--- src/rtl/if_prefetch_unit_pkg.sv ---
// Shared fetch-stage definitions: exception code width and values, reset PC, zero word.
// Latency: n/a (constants and types only).
// Backpressure: n/a.
package if_prefetch_unit_pkg;

  localparam int          EXC_CODE_BUS = 5;
  localparam logic [4:0]  EXC_NONE     = 5'h00;
  localparam logic [4:0]  EXC_ADEL     = 5'h04;
  localparam logic [31:0] PC_INIT      = 32'hbfc0_0000;
  localparam logic [31:0] ZERO_WORD    = 32'h0000_0000;

  typedef logic [EXC_CODE_BUS-1:0] exc_code_t;

endpackage

--- src/rtl/if_inst_fifo.sv ---
// Generic synchronous FIFO used for the prefetch data queue and the request-PC queue.
// Latency: push in cycle N is visible at rdata_o in N+1; rdata_o always shows the head (no bypass).
// Backpressure: push while full is accepted only together with a pop; clear has priority over both.
//
// Ports: clk_i/rst_ni clock and async active-low reset; push_i/wdata_i write side;
//        pop_i read side; clear_i drops all entries; rdata_o head entry;
//        full_o/empty_o/count_o occupancy.
module if_inst_fifo #(
  parameter int WIDTH = 8,
  parameter int DEPTH = 4
) (
  input  logic                         clk_i,
  input  logic                         rst_ni,
  input  logic                         push_i,
  input  logic [WIDTH-1:0]             wdata_i,
  input  logic                         pop_i,
  input  logic                         clear_i,
  output logic [WIDTH-1:0]             rdata_o,
  output logic                         full_o,
  output logic                         empty_o,
  output logic [$clog2(DEPTH+1)-1:0]   count_o
);

  localparam int AW = (DEPTH > 1) ? $clog2(DEPTH) : 1;
  localparam int CW = $clog2(DEPTH + 1);

  logic [WIDTH-1:0] mem_q [DEPTH];
  logic [AW-1:0]    wr_ptr_q, rd_ptr_q;
  logic [CW-1:0]    count_q;
  logic             do_push, do_pop;

  // Explicit wrap so non-power-of-two depths work as well.
  function automatic logic [AW-1:0] ptr_next(input logic [AW-1:0] p);
    return (p == AW'(DEPTH - 1)) ? '0 : p + AW'(1);
  endfunction

  assign full_o  = (count_q == CW'(DEPTH));
  assign empty_o = (count_q == '0);
  assign count_o = count_q;
  assign rdata_o = mem_q[rd_ptr_q];

  assign do_pop  = pop_i && !empty_o;
  assign do_push = push_i && (!full_o || pop_i);

  always_ff @(posedge clk_i or negedge rst_ni) begin
    if (!rst_ni) begin
      wr_ptr_q <= '0;
      rd_ptr_q <= '0;
      count_q  <= '0;
      for (int i = 0; i < DEPTH; i++) mem_q[i] <= '0;
    end else if (clear_i) begin
      wr_ptr_q <= '0;
      rd_ptr_q <= '0;
      count_q  <= '0;
    end else begin
      if (do_push) begin
        mem_q[wr_ptr_q] <= wdata_i;
        wr_ptr_q        <= ptr_next(wr_ptr_q);
      end
      if (do_pop) rd_ptr_q <= ptr_next(rd_ptr_q);
      case ({do_push, do_pop})
        2'b10:   count_q <= count_q + CW'(1);
        2'b01:   count_q <= count_q - CW'(1);
        default: count_q <= count_q;
      endcase
    end
  end

endmodule

--- src/rtl/if_prefetch_unit.sv ---
// Instruction-fetch stage: in-order bus requests, DEPTH-entry prefetch queue, {pc, inst, exccode} to decode.
// Latency: data_ok in cycle N gives out_valid in N+1; flush/redirect in N gives out_valid=0 in N+1.
// Backpressure: out_ready low stalls the queue; issue stops once queued + outstanding reaches DEPTH.
//
// Ports: cpu_clk_50M/cpu_rst_n clock and async active-low reset; flush/cp0_excaddr and
//        redirect_valid/redirect_pc restart fetch (flush wins); inst_* is the SRAM-like
//        request/response bus; out_* is the valid/ready interface to decode.
module if_prefetch_unit
  import if_prefetch_unit_pkg::*;
#(
  parameter int                ADDR_W    = 32,
  parameter int                DEPTH     = 4,
  parameter int                MAX_OUTST = 2,
  parameter logic [ADDR_W-1:0] PC_INIT   = ADDR_W'(if_prefetch_unit_pkg::PC_INIT),
  parameter logic [ADDR_W-1:0] ADDR_MASK = ADDR_W'(32'h1fff_ffff)
) (
  input  logic                    cpu_clk_50M,
  input  logic                    cpu_rst_n,
  input  logic                    flush,
  input  logic [ADDR_W-1:0]       cp0_excaddr,
  input  logic                    redirect_valid,
  input  logic [ADDR_W-1:0]       redirect_pc,
  output logic                    inst_req,
  output logic [ADDR_W-1:0]       inst_addr,
  input  logic                    inst_addr_ok,
  input  logic                    inst_data_ok,
  input  logic [31:0]             inst_rdata,
  output logic                    out_valid,
  input  logic                    out_ready,
  output logic [ADDR_W-1:0]       out_pc,
  output logic [31:0]             out_inst,
  output logic [EXC_CODE_BUS-1:0] out_exccode
);

  localparam int QW  = ADDR_W + 32 + EXC_CODE_BUS;
  localparam int OW  = $clog2(MAX_OUTST + 1);
  localparam int QCW = $clog2(DEPTH + 1);

  logic [ADDR_W-1:0] fetch_pc_q, fetch_pc_d, pend_pc_q, req_pc, new_pc, rq_pc;
  logic [OW-1:0]     discard_q, discard_d, rq_cnt;
  logic [QCW-1:0]    q_cnt;
  logic [QW-1:0]     q_wdata, q_rdata;
  logic              halted_q, halted_d, run_q, pend_q, pend_d, stale_q, stale_d;
  logic              restart, issue_ok, accept, acc_stale, data_live, drop;
  logic              data_enq, exc_enq, deq, q_full, q_empty, rq_full, rq_empty;

  assign restart = flush | redirect_valid;
  assign new_pc  = flush ? cp0_excaddr : redirect_pc;

  // Outstanding requests already reserve queue slots, so returning data never overflows.
  assign issue_ok = run_q && !halted_q && (fetch_pc_q[1:0] == 2'b00) && !rq_full &&
                    ((32'(q_cnt) + 32'(rq_cnt)) < DEPTH);

  // A request that has been shown to the bus is held, address unchanged, until accepted.
  assign inst_req  = pend_q | issue_ok;
  assign req_pc    = pend_q ? pend_pc_q : fetch_pc_q;
  assign inst_addr = req_pc & ADDR_MASK;

  assign accept    = inst_req && inst_addr_ok;
  // A held request from before a restart belongs to the old stream: its data is dropped.
  assign acc_stale = accept && pend_q && stale_q;
  assign data_live = inst_data_ok && !rq_empty;
  assign drop      = data_live && (discard_q != '0);
  assign data_enq  = data_live && !drop;

  assign deq       = !q_empty && out_ready;
  // Only raise the address error once every earlier fetch has drained, so order is kept.
  assign exc_enq   = run_q && !halted_q && !restart && (fetch_pc_q[1:0] != 2'b00) &&
                     !pend_q && rq_empty && (!q_full || deq);

  assign q_wdata = data_enq ? {rq_pc, inst_rdata, EXC_NONE}
                            : {fetch_pc_q, ZERO_WORD, EXC_ADEL};

  always_comb begin
    fetch_pc_d = fetch_pc_q;
    discard_d  = discard_q - OW'(drop) + OW'(acc_stale);
    halted_d   = halted_q | exc_enq;
    pend_d     = inst_req && !inst_addr_ok;
    stale_d    = pend_d && (stale_q || restart);
    if (accept && !acc_stale) fetch_pc_d = fetch_pc_q + ADDR_W'(4);
    if (restart) begin
      fetch_pc_d = new_pc;
      // Everything still in flight after this edge belongs to the old stream.
      discard_d  = rq_cnt + OW'(accept) - OW'(data_live);
      halted_d   = 1'b0;
    end
  end

  always_ff @(posedge cpu_clk_50M or negedge cpu_rst_n) begin
    if (!cpu_rst_n) begin
      fetch_pc_q <= PC_INIT;
      pend_pc_q  <= PC_INIT;
      discard_q  <= '0;
      halted_q   <= 1'b0;
      run_q      <= 1'b0;
      pend_q     <= 1'b0;
      stale_q    <= 1'b0;
    end else begin
      fetch_pc_q <= fetch_pc_d;
      pend_pc_q  <= req_pc;
      discard_q  <= discard_d;
      halted_q   <= halted_d;
      run_q      <= 1'b1;
      pend_q     <= pend_d;
      stale_q    <= stale_d;
    end
  end

  // PCs of accepted requests, popped in order as responses return.
  if_inst_fifo #(.WIDTH(ADDR_W), .DEPTH(MAX_OUTST)) u_req_pc_fifo (
    .clk_i   (cpu_clk_50M),
    .rst_ni  (cpu_rst_n),
    .push_i  (accept),
    .wdata_i (req_pc),
    .pop_i   (data_live),
    .clear_i (1'b0),
    .rdata_o (rq_pc),
    .full_o  (rq_full),
    .empty_o (rq_empty),
    .count_o (rq_cnt)
  );

  if_inst_fifo #(.WIDTH(QW), .DEPTH(DEPTH)) u_data_fifo (
    .clk_i   (cpu_clk_50M),
    .rst_ni  (cpu_rst_n),
    .push_i  (data_enq | exc_enq),
    .wdata_i (q_wdata),
    .pop_i   (deq),
    .clear_i (restart),
    .rdata_o (q_rdata),
    .full_o  (q_full),
    .empty_o (q_empty),
    .count_o (q_cnt)
  );

  assign out_valid   = !q_empty;
  assign out_pc      = q_rdata[QW-1 -: ADDR_W];
  assign out_inst    = q_rdata[EXC_CODE_BUS +: 32];
  assign out_exccode = q_rdata[EXC_CODE_BUS-1:0];

endmodule
--- config.mk ---
export PLATFORM = sky130hd
export DESIGN_NAME = if_prefetch_unit
export DESIGN_NICKNAME = d
export VERILOG_FILES = /design/src/rtl/if_prefetch_unit_pkg.sv /design/src/rtl/if_inst_fifo.sv /design/src/rtl/if_prefetch_unit.sv
export SDC_FILE = /design/constraint.sdc
export NUM_CORES = 1
export LEC_CHECK = 0
export BUFFER_PORTS_ARGS = -buffer_cell sky130_fd_sc_hd__buf_2
export CAP_MARGIN = 30
export CORE_MARGIN = 4
export CORE_UTILIZATION = 25
export DETAILED_ROUTE_END_ITERATION = 12
export PLACE_DENSITY = 0.43
export SYNTH_ARGS = -nofsm -noshare
export SYNTH_HDL_FRONTEND = slang
export SYNTH_SLANG_ARGS = --single-unit
--- constraint.sdc ---
create_clock -name cpu_clk_50M -period 3.1 [get_ports cpu_clk_50M]
set_input_delay 0.31 -clock cpu_clk_50M [delete_from_list [all_inputs] [get_ports cpu_clk_50M]]
set_output_delay 0.31 -clock cpu_clk_50M [all_outputs]
set_load 0.05 [all_outputs]
==> impl_metrics.xml <==
<?xml version="1.0" encoding="UTF-8"?>
<metrics>
  <group name="clock_tree">
    <metric name="clock_buffers_created_by_tritoncts" unit="">50</metric>
    <metric name="clock_tree.htree_level_count" unit="">2</metric>
    <metric name="worstSkewPairLatency" unit="ns">0.59</metric>
    <metric name="clock_tree_buffer_depth" unit="">3</metric>
    <metric name="cts.reportedPaths.clkPinSlew" unit="ns">0.06</metric>
    <metric name="cts_tree" unit="">built</metric>
    <metric name="cts_num_sinks" unit="">405</metric>
    <metric name="cts.repair.resized" unit="">0</metric>
    <metric name="clockRootBuffer" unit="">sky130_fd_sc_hd__clkbuf_16</metric>
    <metric name="post-cts-setup-buffers" unit="">0</metric>
  </group>
  <group name="setup_path">
    <metric name="criticalPathCategory" unit="">flop to flop</metric>
    <metric name="start_kind" unit="">flop</metric>
    <metric name="worstPathArrival" unit="ns">3.21</metric>
    <metric name="worst_setup_path_end_kind" unit="">flop</metric>
    <metric name="worst_ep_required_time" unit="ns">3.63</metric>
    <metric name="crit_path_max_fanout" unit="">10</metric>
  </group>
  <group name="drt">
    <metric name="final_antenna_net_count" unit="">0</metric>
    <metric name="total_wirelength" unit="um">51600</metric>
    <metric name="detail_route.vias_per_cell" unit="">4.47</metric>
    <metric name="drt_first_pass_iters" unit="">4</metric>
    <metric name="wirelength_per_cell" unit="um">17.5</metric>
    <metric name="vias" unit="">13181</metric>
    <metric name="drc" unit="">0</metric>
    <metric name="drt_first_iter_violations" unit="">642</metric>
  </group>
  <group name="floorplanning">
    <metric name="overall_die_height" unit="um">279</metric>
    <metric name="row_count" unit="">99</metric>
    <metric name="chipWidth" unit="um">279</metric>
    <metric name="die_area" unit="um2">77900</metric>
    <metric name="initial_utilization" unit="%">25.2</metric>
    <metric name="boundary_pins" unit="">206</metric>
    <metric name="core-area" unit="um2">72800</metric>
  </group>
  <group name="power_and_ir_drop">
    <metric name="pwr-share-clk" unit="%">31.7</metric>
    <metric name="total_leakage_power" unit="nW">9.84</metric>
    <metric name="logic_pwr_share" unit="%">29.8</metric>
    <metric name="vdd_ir_drop_max" unit="V">0.000433</metric>
    <metric name="seqPwrFrac" unit="%">38.5</metric>
    <metric name="pwr_cell_area" unit="nW/um2">824</metric>
    <metric name="power.switching" unit="mW">6.83</metric>
    <metric name="pint" unit="mW">11.7</metric>
    <metric name="switching_share" unit="%">36.8</metric>
  </group>
  <group name="sta">
    <metric name="period_minus_slack" unit="ns">2.68</metric>
    <metric name="fin_crit_sh" unit="%">86.5</metric>
    <metric name="finalMaxSlewViolations" unit="">0</metric>
    <metric name="timing.max_slew.rel_slack" unit="%">38.7</metric>
    <metric name="fmax" unit="MHz">373</metric>
    <metric name="rsz0062_at_grt" unit="">false</metric>
    <metric name="totalNegativeSetupSlack" unit="ns">0</metric>
    <metric name="report.final.hold_viol_count" unit="">0</metric>
    <metric name="clock-skew-final" unit="ns">0.0117</metric>
    <metric name="tightest_slew" unit="ns">0.917</metric>
    <metric name="setup_viol_count_final" unit="">0</metric>
  </group>
  <group name="layout">
    <metric name="post_route_cells_drive_above_1_share" unit="%">21.2</metric>
    <metric name="num-nets-final" unit="">2064</metric>
    <metric name="antenna_cells" unit="">0</metric>
    <metric name="layout_commonest_cell" unit="">sky130_fd_sc_hd__dfrtp_1</metric>
    <metric name="layout_common_cells" unit="">sky130_fd_sc_hd__dfrtp_1, sky130_fd_sc_hd__nand2_1, sky130_fd_sc_hd__o21ai_0</metric>
    <metric name="area_delta_synth_final" unit="%">22.7</metric>
    <metric name="postLayoutCoreUtil" unit="%">30.9</metric>
  </group>
  <group name="global_route">
    <metric name="gr-total-overflow" unit="">0</metric>
    <metric name="grt_pass1_vias" unit="">13595</metric>
    <metric name="maximum_number_of_pins_on_one_net_before_global_route_repair" unit="">101</metric>
    <metric name="wire_length_of_the_first_global_routing_pass" unit="um">80900</metric>
    <metric name="total_global_routing_track_utilization" unit="%">13.2</metric>
    <metric name="antenna_found_initial" unit="">0</metric>
  </group>
  <group name="synth">
    <metric name="yosys_register_bits" unit="">405</metric>
    <metric name="yosysTopAreaCell" unit="">sky130_fd_sc_hd__dfrtp_1</metric>
    <metric name="syn-instance-count" unit="">1759</metric>
    <metric name="synth-warning-count" unit="">0</metric>
    <metric name="synth_area" unit="um2">18400</metric>
    <metric name="avgSynthCellArea" unit="um2">10.4</metric>
    <metric name="synth_top_cell_area_share" unit="%">52.7</metric>
    <metric name="synth_top_area_cells" unit="">sky130_fd_sc_hd__dfrtp_1, sky130_fd_sc_hd__o21ai_0, sky130_fd_sc_hd__mux4_2</metric>
    <metric name="synth_enable_flop_cells" unit="">0</metric>
    <metric name="unique_masters_post_synth" unit="">54</metric>
    <metric name="async_set_or_reset_register_ratio_after_synthesis" unit="%">100</metric>
    <metric name="synthFlopType" unit="">sky130_fd_sc_hd__dfrtp_1</metric>
    <metric name="ys_seq_area_share" unit="%">55.3</metric>
  </group>
  <group name="worst_hold_path">
    <metric name="type_of_the_worst_min_delay_path" unit="">input pin to flop</metric>
  </group>
  <group name="run_status">
    <metric name="status" unit="">complete, no violations</metric>
  </group>
  <group name="job">
    <metric name="timing.max_cap.violations" unit="">0</metric>
  </group>
  <group name="placement">
    <metric name="global_placer_s_final_weighted_congestion" unit="">0.744</metric>
    <metric name="numPortBuffers" unit="">198</metric>
    <metric name="place_hpwl" unit="um">34400</metric>
  </group>
</metrics>
==> power by group through the flow <==
stage	Combinational, mW	Sequential [mW]	Clock (mW)
floorplan	4.28	6.96	0
global placement	5.48	7.20	0
detailed placement	5.59	7.26	0
CTS	5.66	7.17	6.12
global route	6.09	7.31	6.34
finish	5.53	7.16	5.89
==> repair_timing <==
action                                  in CTS  in global routing
hold endpoints to repair                   105                  0
endpoints found under the setup margin       0                  0
hold buffers                                55                  0
==> per-layer routing <==
metal,track usage (%),wire length (um)
met2,21.6,24000
met4,3.51,1020
met1,17.8,23900
met5,0,0
met3,2.73,2680
==> critical path, stage by stage, from the launching register on <==
cell and delay (ns):
sky130_fd_sc_hd__dfrtp_1 0.46, sky130_fd_sc_hd__ha_1 0.27, sky130_fd_sc_hd__nor4_4 0.35, sky130_fd_sc_hd__nand4_2 0.19, sky130_fd_sc_hd__mux2i_4 0.36, sky130_fd_sc_hd__a21o_1 0.16
sky130_fd_sc_hd__a21oi_1 0.06, sky130_fd_sc_hd__o31ai_1 0.19, sky130_fd_sc_hd__dlygate4sd3_1 0.57
==> flip-flops by register name, indices dropped and copies added, names as in the netlist, 2 cells and up <==
signal and cells:
u_data_fifo.wr_ptr_q 2, fetch_pc_q 32, u_req_pc_fifo.count_o 2, pend_pc_q 32
u_req_pc_fifo.mem_q 64, u_data_fifo.rd_ptr_q 2, discard_q 2, u_data_fifo.mem_q 260
u_data_fifo.count_o 3
==> metrics by stage <==
stage               cell area [um2]  power (mW)  instances  hold WS [ns]  setup slack (ns)
floorplan                     18400        11.2       1765        0.0144             0.533
global placement              20300        12.7       2800         0.257             0.617
detailed placement            20300        12.9       2800         0.267             0.596
CTS                           22500        19.0       2948       0.00319             0.326
global route                  22500        19.7       2948        0.0237             0.190
finish                        22500        18.6       2948        0.0419             0.419
==> cells by family after synthesis <==
group	Yosys count	synth area share [%]
AO/OA/AOI/OAI	442	12.8
flip-flops	405	55.3
buffers and inverters	199	5.10
AND/OR/NAND/NOR	525	12.2
adder cells (fa/ha/maj)	13	0.926
XOR/XNOR	37	1.76
other	2	0.0409
multiplexers	136	11.9
==> path summary, 6_finish.rpt <==
| kind | from | to | slack, ns | depth (start not counted) |
|---|---|---|---|---|
| min in group asynchronous | cpu_rst_n | fetch_pc_q[13]$_DFFE_PN0P_ | 0.24 | 2 |
| min | inst_rdata[26] | u_data_fifo.mem_q[100]$_DFFE_PN0P_ | 0.04 | 3 |
| min reg2reg | u_data_fifo.mem_q[92]$_DFFE_PN0P_ | u_data_fifo.mem_q[92]$_DFFE_PN0P_ | 0.47 | 2 |
| max in group asynchronous | cpu_rst_n | u_data_fifo.mem_q[217]$_DFFE_PN0P_ | 1.91 | 3 |
| max | u_req_pc_fifo.count_o[1]$_DFFE_PN0P_ | fetch_pc_q[24]$_DFFE_PN1P_ | 0.42 | 8 |
| max reg2reg | u_req_pc_fifo.count_o[1]$_DFFE_PN0P_ | fetch_pc_q[24]$_DFFE_PN1P_ | 0.42 | 8 |
==> synth_stat cells, types with 2 or more instances <==
master	count
sky130_fd_sc_hd__dfrtp_1	387
sky130_fd_sc_hd__nand2_1	350
sky130_fd_sc_hd__o21ai_0	306
sky130_fd_sc_hd__a21oi_1	89
sky130_fd_sc_hd__nor2_1	83
sky130_fd_sc_hd__mux2i_1	69
sky130_fd_sc_hd__clkbuf_1	66
sky130_fd_sc_hd__mux4_2	65
sky130_fd_sc_hd__inv_1	45
sky130_fd_sc_hd__buf_2	44
sky130_fd_sc_hd__buf_4	36
sky130_fd_sc_hd__xnor2_1	25
sky130_fd_sc_hd__a211oi_1	19
sky130_fd_sc_hd__nor2b_1	19
sky130_fd_sc_hd__dfstp_2	18
sky130_fd_sc_hd__nand3_1	18
sky130_fd_sc_hd__ha_1	12
sky130_fd_sc_hd__nor3_1	12
sky130_fd_sc_hd__xor2_1	12
sky130_fd_sc_hd__nand4_1	9
sky130_fd_sc_hd__a22oi_1	8
sky130_fd_sc_hd__and3_1	8
sky130_fd_sc_hd__buf_1	8
sky130_fd_sc_hd__and2_1	4
sky130_fd_sc_hd__nor2_4	3
sky130_fd_sc_hd__nor3_2	3
sky130_fd_sc_hd__o211ai_1	3
sky130_fd_sc_hd__o22ai_1	3
sky130_fd_sc_hd__or3_1	3
sky130_fd_sc_hd__a21o_1	2
sky130_fd_sc_hd__conb_1	2
sky130_fd_sc_hd__nand4_2	2
sky130_fd_sc_hd__nor4_1	2
sky130_fd_sc_hd__o21a_1	2
sky130_fd_sc_hd__o31ai_1	2
sky130_fd_sc_hd__or4_1	2
==> layout make-up <==
type                       instances  area (um2)
timing repair buffer             285        1980
clock buffer                      77        1500
clock inverter                    16         179
tap                              959        1200
multi-input combinational       1161        7340
sequential                       405       10200
fill                            7528       50300
inverter                          45         169
(Power assumes the default switching activity.)
